[src/rtl/instr_fetch_unit_pkg.sv]
// Shared fetch-stage definitions: state encoding, default widths and the NOP word.
package instr_fetch_unit_pkg;

    localparam int          IFU_DATA_WIDTH = 32;
    // MIPS sll $0,$0,0 encodes as all zeros.
    localparam logic [31:0] IFU_NOP_INSTR  = 32'h0000_0000;

    typedef enum logic [1:0] {
        FS_IDLE = 2'd0,
        FS_WAIT = 2'd1,
        FS_FULL = 2'd2
    } fetch_state_e;

    function automatic logic is_aligned(input logic [1:0] addr_lsb);
        return addr_lsb == 2'b00;
    endfunction

endpackage

[src/rtl/instr_fetch_unit_if.sv]
// Fetch-stage bus: instruction-memory req/ack channel plus the valid/ready link to decode.
interface instr_fetch_unit_if
    import instr_fetch_unit_pkg::*;
#(
    parameter int DATA_WIDTH = IFU_DATA_WIDTH
);

    logic                  imem_req;
    logic [DATA_WIDTH-1:0] imem_addr;
    logic                  imem_ack;
    logic [DATA_WIDTH-1:0] imem_rdata;

    logic                  if_valid;
    logic                  if_ready;
    logic [DATA_WIDTH-1:0] if_instr;
    logic [DATA_WIDTH-1:0] if_pc;
    logic                  if_exc;

    // Fetch unit side.
    modport master (
        output imem_req, imem_addr,
        input  imem_ack, imem_rdata,
        output if_valid, if_instr, if_pc, if_exc,
        input  if_ready
    );

    // Memory and decode side.
    modport slave (
        input  imem_req, imem_addr,
        output imem_ack, imem_rdata,
        input  if_valid, if_instr, if_pc, if_exc,
        output if_ready
    );

endinterface

[src/rtl/instr_fetch_unit.sv]
// Instruction fetch stage: one outstanding request to a variable-latency memory,
// a single fetch register toward decode, and a one-cycle pc_en pulse per fetched word.
module instr_fetch_unit
    import instr_fetch_unit_pkg::*;
#(
    parameter int                    DATA_WIDTH = IFU_DATA_WIDTH,
    parameter logic [DATA_WIDTH-1:0] NOP_INSTR  = DATA_WIDTH'(IFU_NOP_INSTR)
) (
    input  logic                  clk,
    input  logic                  rst,
    input  logic [DATA_WIDTH-1:0] i_pc,
    input  logic                  i_flush,
    output logic                  o_pc_en,
    instr_fetch_unit_if.master    bus
);

    fetch_state_e          r_state;
    fetch_state_e          w_state_next;

    logic                  r_imem_req;
    logic [DATA_WIDTH-1:0] r_imem_addr;
    logic                  r_if_valid;
    logic [DATA_WIDTH-1:0] r_if_instr;
    logic [DATA_WIDTH-1:0] r_if_pc;
    logic                  r_if_exc;
    logic                  r_drop;

    logic                  w_aligned;
    logic                  w_accept;
    logic                  w_issue;
    logic                  w_req_set;
    logic                  w_exc_load;
    logic                  w_wait_ack;
    logic                  w_fetch_load;
    logic                  w_drop_set;
    logic                  w_valid_clr;

    assign w_aligned = is_aligned(i_pc[1:0]);
    assign w_accept  = r_if_valid && bus.if_ready;

    // State register.
    always_ff @(posedge clk) begin
        if (!rst) begin
            r_state <= FS_IDLE;
        end else begin
            r_state <= w_state_next;
        end
    end

    // Next-state logic.
    always_comb begin
        // NOTE: default assignment first, so every path drives the signal and no latch is inferred.
        w_state_next = r_state;
        case (r_state)
            FS_IDLE: begin
                if (!i_flush) begin
                    w_state_next = w_aligned ? FS_WAIT : FS_FULL;
                end
            end
            FS_WAIT: begin
                if (bus.imem_ack) begin
                    w_state_next = (r_drop || i_flush) ? FS_IDLE : FS_FULL;
                end
            end
            FS_FULL: begin
                if (i_flush) begin
                    w_state_next = FS_IDLE;
                end else if (w_accept) begin
                    w_state_next = w_aligned ? FS_WAIT : FS_FULL;
                end
            end
            default: w_state_next = FS_IDLE;
        endcase
    end

    // Output/control decode. A flush always overrides an accept on the same edge.
    always_comb begin
        w_issue      = (r_state == FS_IDLE) || ((r_state == FS_FULL) && w_accept);
        w_req_set    = w_issue && !i_flush && w_aligned;
        w_exc_load   = w_issue && !i_flush && !w_aligned;
        w_wait_ack   = (r_state == FS_WAIT) && bus.imem_ack;
        w_fetch_load = w_wait_ack && !r_drop && !i_flush;
        w_drop_set   = (r_state == FS_WAIT) && !bus.imem_ack && i_flush;
        w_valid_clr  = (r_state == FS_FULL) && (i_flush || w_accept);
    end

    assign o_pc_en = w_fetch_load;

    // Request channel and drop flag. A request is held until acked, even across a flush.
    always_ff @(posedge clk) begin
        if (!rst) begin
            r_imem_req  <= 1'b0;
            r_imem_addr <= '0;
            r_drop      <= 1'b0;
        end else begin
            // NOTE: non-blocking assignments keep every register sampling pre-edge values.
            if (w_req_set) begin
                r_imem_req  <= 1'b1;
                r_imem_addr <= i_pc;
            end else if (w_wait_ack) begin
                r_imem_req  <= 1'b0;
            end

            if (w_wait_ack) begin
                r_drop <= 1'b0;
            end else if (w_drop_set) begin
                r_drop <= 1'b1;
            end
        end
    end

    // Fetch register bank toward decode.
    always_ff @(posedge clk) begin
        if (!rst) begin
            r_if_valid <= 1'b0;
            r_if_instr <= NOP_INSTR;
            r_if_pc    <= '0;
            r_if_exc   <= 1'b0;
        end else if (w_fetch_load) begin
            r_if_valid <= 1'b1;
            r_if_instr <= bus.imem_rdata;
            r_if_pc    <= r_imem_addr;
            r_if_exc   <= 1'b0;
        end else if (w_exc_load) begin
            r_if_valid <= 1'b1;
            r_if_instr <= NOP_INSTR;
            r_if_pc    <= i_pc;
            r_if_exc   <= 1'b1;
        end else if (w_valid_clr) begin
            r_if_valid <= 1'b0;
            if (i_flush) begin
                r_if_instr <= NOP_INSTR;
            end
        end
    end

    assign bus.imem_req  = r_imem_req;
    assign bus.imem_addr = r_imem_addr;
    assign bus.if_valid  = r_if_valid;
    assign bus.if_instr  = r_if_instr;
    assign bus.if_pc     = r_if_pc;
    assign bus.if_exc    = r_if_exc;

endmodule

[src/flat_wrapper.sv]
// flat-port wrapper written by rule: the top's interface ports become plain ports
module instr_fetch_unit_flat import instr_fetch_unit_pkg::*;
#(
    parameter int                    DATA_WIDTH = IFU_DATA_WIDTH,
    parameter logic [DATA_WIDTH-1:0] NOP_INSTR  = DATA_WIDTH'(IFU_NOP_INSTR)
)
  (clk, rst, i_pc, i_flush, o_pc_en, bus_imem_req, bus_imem_addr, bus_imem_ack, bus_imem_rdata, bus_if_valid, bus_if_instr, bus_if_pc, bus_if_exc, bus_if_ready);
  instr_fetch_unit_if #(.DATA_WIDTH(DATA_WIDTH)) bus_i ();
  input  logic clk;
  input  logic rst;
  input  logic [DATA_WIDTH-1:0] i_pc;
  input  logic i_flush;
  output logic o_pc_en;
  output wire logic [$bits(bus_i.imem_req)-1:0] bus_imem_req;
  output wire logic [$bits(bus_i.imem_addr)-1:0] bus_imem_addr;
  input wire logic [$bits(bus_i.imem_ack)-1:0] bus_imem_ack;
  input wire logic [$bits(bus_i.imem_rdata)-1:0] bus_imem_rdata;
  output wire logic [$bits(bus_i.if_valid)-1:0] bus_if_valid;
  output wire logic [$bits(bus_i.if_instr)-1:0] bus_if_instr;
  output wire logic [$bits(bus_i.if_pc)-1:0] bus_if_pc;
  output wire logic [$bits(bus_i.if_exc)-1:0] bus_if_exc;
  input wire logic [$bits(bus_i.if_ready)-1:0] bus_if_ready;
  assign bus_imem_req = bus_i.imem_req;
  assign bus_imem_addr = bus_i.imem_addr;
  assign bus_i.imem_ack = bus_imem_ack;
  assign bus_i.imem_rdata = bus_imem_rdata;
  assign bus_if_valid = bus_i.if_valid;
  assign bus_if_instr = bus_i.if_instr;
  assign bus_if_pc = bus_i.if_pc;
  assign bus_if_exc = bus_i.if_exc;
  assign bus_i.if_ready = bus_if_ready;
  instr_fetch_unit #(.DATA_WIDTH(DATA_WIDTH), .NOP_INSTR(NOP_INSTR)) u_core (.clk(clk), .rst(rst), .i_pc(i_pc), .i_flush(i_flush), .o_pc_en(o_pc_en), .bus(bus_i));
endmodule
[config.mk]
export PLATFORM = sky130hd
export DESIGN_NAME = instr_fetch_unit_flat
export DESIGN_NICKNAME = d
export VERILOG_FILES = /design/src/rtl/instr_fetch_unit_pkg.sv /design/src/rtl/instr_fetch_unit_if.sv /design/src/rtl/instr_fetch_unit.sv /design/src/flat_wrapper.sv
export SDC_FILE = /design/constraint.sdc
export NUM_CORES = 1
export LEC_CHECK = 0
export ABC_AREA = 1
export CORE_MARGIN = 4
export CORE_UTILIZATION = 30
export DETAILED_ROUTE_END_ITERATION = 10
export GPL_ROUTABILITY_DRIVEN = 0
export GPL_TIMING_DRIVEN = 1
export PLACE_DENSITY = 0.68
export SETUP_SLACK_MARGIN = 0.4
export SYNTH_ARGS = -nofsm -noshare
export SYNTH_HDL_FRONTEND = slang
export SYNTH_SLANG_ARGS = --single-unit
[constraint.sdc]
create_clock -name clk -period 2.05 [get_ports clk]
set_clock_uncertainty 0.15 [all_clocks]
set_input_delay 0.3075 -clock clk [delete_from_list [all_inputs] [get_ports clk]]
set_output_delay 0.3075 -clock clk [all_outputs]
set_load 0.02 [all_outputs]
== Word level (Yosys, flattened, before mapping) ==
Cells that the tools add are included.
Operators by class
  div/mod/pow operators: 0
  muxes and demuxes: 18
  $lt $le $gt $ge: 0
  equal/unequal tests: 5
  reductions and logical operators: 28
  add/subtract/negate cells: 0
  bitwise operators: 1
  multiply operators: 0
  shift-type cells: 0
Operators by type and width (number)
  32-bit two-way mux: 6
  2-bit two-way mux: 6
  1-bit logical AND: 11
  2-bit one-hot mux with 3 select lines: 1
  3-bit nonzero test: 2
  1-bit two-way mux: 5
  1-bit zero test: 4
  2-bit zero test: 2
  2-bit inequality test (second input constant): 2
  2-bit nonzero test: 2
  2-bit OR reduction: 2
  1-bit logical OR: 3
  3-bit by 2-bit inequality test with 1-bit output (second input constant): 1
  3-bit AND reduction: 1
  2-bit by 1-bit equality test with 1-bit output (second input constant): 1
  2-bit equality test (second input constant): 1
  2-bit AND reduction: 1
  1-bit inverter: 1
Word-level totals
  memories: 0
  bits in latches: 0
  input port bits: 69
  bits in writable memories: 0
  logic and storage cells: 60
  ROM bits: 0
  register bits after elaboration: 102

== Longest topological paths before layout ==
  depth in word-level cells: 7
  gate-level depth with buffers: 9
  gate-level depth less buffers: 8

== Worst setup path before layout ==
OpenSTA, ideal clock, no wires.
  kind: register -> register
  start point: reg u_core.r_if_valid, in the netlist u_core.bus.if_valid
  end point: reg u_core.r_if_pc[26], in the netlist u_core.bus.if_pc[26]
  clock period less this slack: 1.512 ns
  buffers on the path: 1
  library setup time: 0.117 ns
  stages on the path, launching flop included: 9
  path slack: 0.538 ns
  arrival time: 1.245 ns
  cell sequence: dfxtp_1 nand2_1 nand2_1 nand3_2 nand2_2 inv_1 buf_6 nor2_1 nor2_1
On the way
  cells in the longest elaborated chain, start to end: 6
Ends and longest elaborated chain
  start: declaration: RTL line instr_fetch_unit.sv:22  | logic r_if_valid;
  start signal: assignment: RTL line instr_fetch_unit.sv:115  | r_if_valid <= 1'b0;
  start signal: assignment: RTL line instr_fetch_unit.sv:120  | r_if_valid <= 1'b1;
  start signal: assignment: RTL line instr_fetch_unit.sv:125  | r_if_valid <= 1'b1;
  1-bit logical AND: RTL line instr_fetch_unit.sv:39  | assign w_accept = r_if_valid && bus.if_ready;
  1-bit logical AND: RTL line instr_fetch_unit.sv:78  | w_issue = (r_state == FS_IDLE) || ((r_state == FS_FULL) && w_accept);
  1-bit logical OR: RTL line instr_fetch_unit.sv:78
  1-bit logical AND (2 in a row): RTL line instr_fetch_unit.sv:80  | w_exc_load = w_issue && !i_flush && !w_aligned;
  2-bit nonzero test (no source line)
  end signal: assignment: RTL line instr_fetch_unit.sv:122  | r_if_pc <= r_imem_addr;
  end signal: assignment: RTL line instr_fetch_unit.sv:127  | r_if_pc <= i_pc;
  end: declaration: RTL line instr_fetch_unit.sv:24  | logic [DATA_WIDTH-1:0] r_if_pc;
No other way between the ends.
A chain may end at the register's enable or synchronous reset.

== Worst setup path after layout ==
  start point: reg u_core.r_state[0]
  end point: out o_pc_en
On the way
  cells in the longest elaborated chain, start to end: 4
Ends and longest elaborated chain
  start: declaration: RTL line instr_fetch_unit.sv:17  | fetch_state_e r_state;
  start signal: assignment: RTL line instr_fetch_unit.sv:46  | r_state <= w_state_next;
  2-bit by 1-bit equality test with 1-bit output: RTL line instr_fetch_unit.sv:81  | w_wait_ack = (r_state == FS_WAIT) && bus.imem_ack;
  1-bit logical AND: RTL line instr_fetch_unit.sv:81
  1-bit logical AND (2 in a row): RTL line instr_fetch_unit.sv:82  | w_fetch_load = w_wait_ack && !r_drop && !i_flush;
  end: declaration: RTL line flat_wrapper.sv:13  | output logic o_pc_en;
No other way between the ends.

==> results.py <==
metrics = {
    "clock_tree": {
        "cts_buffers": 9,
        "cts_tree": "done",
        "clock-root-buffer": "clkbuf_16",
        "cts_sinks": 102,
        "path_clk_slew_ns": 0.07,
        "cts_buffer_depth": 2,
        "clk_latency_ns": 0.34,
        "cts.htree.levels": 3,
    },
    "global_route": {
        "grt_pass1_vias": 3725,
        "grt-ovfl-total": 0,
        "grt_pass1_wl_um": 20000,
        "grt_max_degree": 49,
        "grt_usage": 0.155,
        "antenna_found_initial": 1,
    },
    "sta": {
        "hold_violations": 0,
        "period_needed_ns": 1.64,
        "worstMarginPinSlew_ns": 0.487,
        "setup_slack_ns": 0.414,
        "setup_viol": 0,
        "tns_ns": 0,
        "slew_violations": 0,
        "slew_headroom": 0.675,
        "period_share": 0.798,
        "fmax_mhz": 611,
        "grt_setup_unrepaired": "true",
    },
    "cells_and_area": {
        "ff_latch_area_sq_um": 2040,
        "drive_above_1_share": 0.0776,
        "area_growth_pct": 54.4,
        "fill_cells": 1375,
        "multi_input_area_sq_um": 1830,
        "diodes": 0,
        "fin_area_sq_um": 6480,
        "finalNetCount": 826,
    },
    "worst_setup_path": {
        "worstPathArrival_ns": 1.18,
        "crit_fanout": 3,
        "max_stage_delay_ns": 0.35,
        "worstSetupPathType": "reg -> out",
        "cp-start-kind": "register",
        "cp.required_ns": 1.59,
        "rr_worst_depth": 9,
        "critPathSlowestCell": "dfxtp_2",
        "reg2reg_from": "u_core.r_state[0]",
        "r2r-end": "u_core.bus.if_pc[26]",
        "cp_cell_sequence": "inv_2 -> nor2_4 -> nand3_4 -> inv_4 -> buf_6",
        "end_kind": "primary output",
        "r2r_slack_ns": 0.43,
    },
    "die": {
        "core_area_sq_um": 13500,
        "die_w_um": 126,
        "die_h_um": 126,
        "dieArea_sq_um": 15900,
        "io-pin-count": 169,
        "num_rows": 42,
        "start_util": 0.312,
    },
    "synth": {
        "ys_top_cells_by_area": "dfxtp_1, nand2_1, nor2_1, o21ai_0, nand4_1",
        "synthArstFlopShare": 0,
        "synthDistinctLibCells": 22,
        "synth_most_common_cell": "nand2_1",
        "syn-instance-count": 595,
        "synthFlopType": "dfxtp_1",
        "synthesis.area_sq_um": 4190,
        "synth_top_area_share": 0.487,
        "yosys.area.top_type": "dfxtp_1",
        "synth_nets": 664,
        "yosysWarnings": 0,
        "synth-seq-area-share": 0.487,
        "synth_edf_count": 0,
        "ys_top_cells_by_count": "nand2_1, nor2_1, dfxtp_1",
        "avgSynthCellArea_sq_um": 7.05,
        "ys_seq_elements": 102,
    },
    "detailed_routing": {
        "via_count": 4205,
        "drc": 0,
        "drtIter0Drc": 230,
        "ant_nets": 0,
        "drt-pass1-iter-count": 4,
        "wl_um": 13300,
        "drt-vias-per-instance": 4.49,
        "wl_per_cell_um": 14.2,
    },
    "power_and_ir_drop": {
        "irDropWorstVdd_uv": 326,
        "leakagePower_nw": 3.18,
        "power_density_nw_per_um2": 723,
    },
    "placed_design": {
        "hpwl_um": 8600,
        "post_dp_cell_area_sq_um": 6090,
        "io_buffers": 168,
        "dp_slack_ns": -0.0731,
    },
    "flow_run": {
        "maxCapViolCount": 0,
    },
    "worst_hold_path": {
        "whs_path_depth": 4,
        "min-delay-start": "rst",
        "hp-class": "in -> reg",
        "whs_endpoint": "u_core.bus.imem_addr[23]",
    },
    "status": {
        "run_status": "finished, final reports clean",
    },
}
## where the power goes
part	internal [W]	switching [W]
clock network	0.00100	0.000714
registers	0.00209	0.0000465
logic	0.000367	0.000467
## per-layer routing
layer | up-vias | GRT usage | part of all wire
met5 | - | 0 | 0.0015
met4 | 2 | 0.0719 | 0.028
met3 | 22 | 0.0449 | 0.062
met2 | 114 | 0.246 | 0.47
met1 | 1846 | 0.195 | 0.44
li1 | 2221 | - | -
## worst max path at each step
stage	startpoint	endpoint	slack (ns)	depth (start not counted)
finish	u_core.r_state[0]	o_pc_en	0.41	5
floorplan	u_core.bus.if_valid	u_core.bus.if_pc[26]	0.54	8
CTS	u_core.r_state[0]	o_pc_en	0.24	5
detailed placement	i_flush	o_pc_en	-0.07	5
global placement	i_flush	o_pc_en	-0.08	5
global route	u_core.r_state[0]	o_pc_en	0.32	5
## cells by family after synthesis
group / after synthesis / synth area share
DFF: 102 / 0.487
and+or+nand+nor: 309 / 0.305
buffers and inverters: 85 / 0.0901
AOI/OAI and AO/OA: 99 / 0.118
## cell usage in the layout (no fill, tap or decap)
cell             instances
dfxtp_1                101
nand3_4                  1
a31oi_1                  1
nor3_1                   1
dfxtp_2                  1
nand3_1                  4
inv_2                    2
clkbuf_16               13
buf_12                   7
bufinv_16                1
nor2_2                   9
nand2_4                  1
clkbuf_8                 2
dlygate4sd2_1           99
nand4_4                  1
inv_1                   39
a21oi_1                 34
buf_2                    1
clkinv_1                 1
o21ai_0                 56
buf_6                    6
nand3_2                  1
nor2_1                 118
o21ai_1                  8
nand2_2                  1
buf_4                    8
nand2_1                138
clkdlybuf4s50_1         65
nor2_4                   2
dlymetal6s2s_1           2
buf_8                    1
inv_4                    1
nand4_1                 32
clkbuf_1                 2
## timing repair
action / CTS / global route
hold endpoints to repair: 0 / 0
buffers inserted: 0 / 2
hold buffers: 0 / 0
endpoints found under the setup margin: 100 / 89
resized for setup: 102 / 37
cloned: 0 / 5
pin swaps: 0 / 4
## flip-flops by register name (all words and copies together) (netlist names)
| signal | count |
|---|---|
| u_core.bus.imem_req | 1 |
| u_core.bus.if_exc | 1 |
| u_core.bus.if_pc | 32 |
| u_core.bus.imem_addr | 32 |
| u_core.r_state | 2 |
| u_core.bus.if_instr | 32 |
| u_core.bus.if_valid | 1 |
| u_core.r_drop | 1 |
## through the flow
step	hold slack (ns)	std cells	power [W]	utilization
6_report	0.282	936	0.00468	0.481
5_1_grt	0.284	936	0.00494	0.481
4_1_cts	0.267	929	0.00471	0.465
3_5_place_dp	0.318	915	0.00304	0.453
3_3_place_gp	0.307	915	0.00304	0.453
2_1_floorplan	0.287	595	0.00259	-
## layout make-up
| class | instances | share of cell area |
|---|---|---|
| clock buffer | 13 | 0.0402 |
| inverter | 43 | 0.0253 |
| timing repair buffer | 193 | 0.298 |
| clock inverter | 1 | 0.00464 |
| tap | 176 | 0.0340 |
| sequential | 102 | 0.315 |
| multi-input combinational | 408 | 0.282 |
## critical path: cells and delay by family (launching register included)
kind,cells,cell delay (ns)
flops,1,0.35
buf+inv,3,0.24
simple gates,2,0.26
No activity file was read; power rests on OpenSTA's default activity.
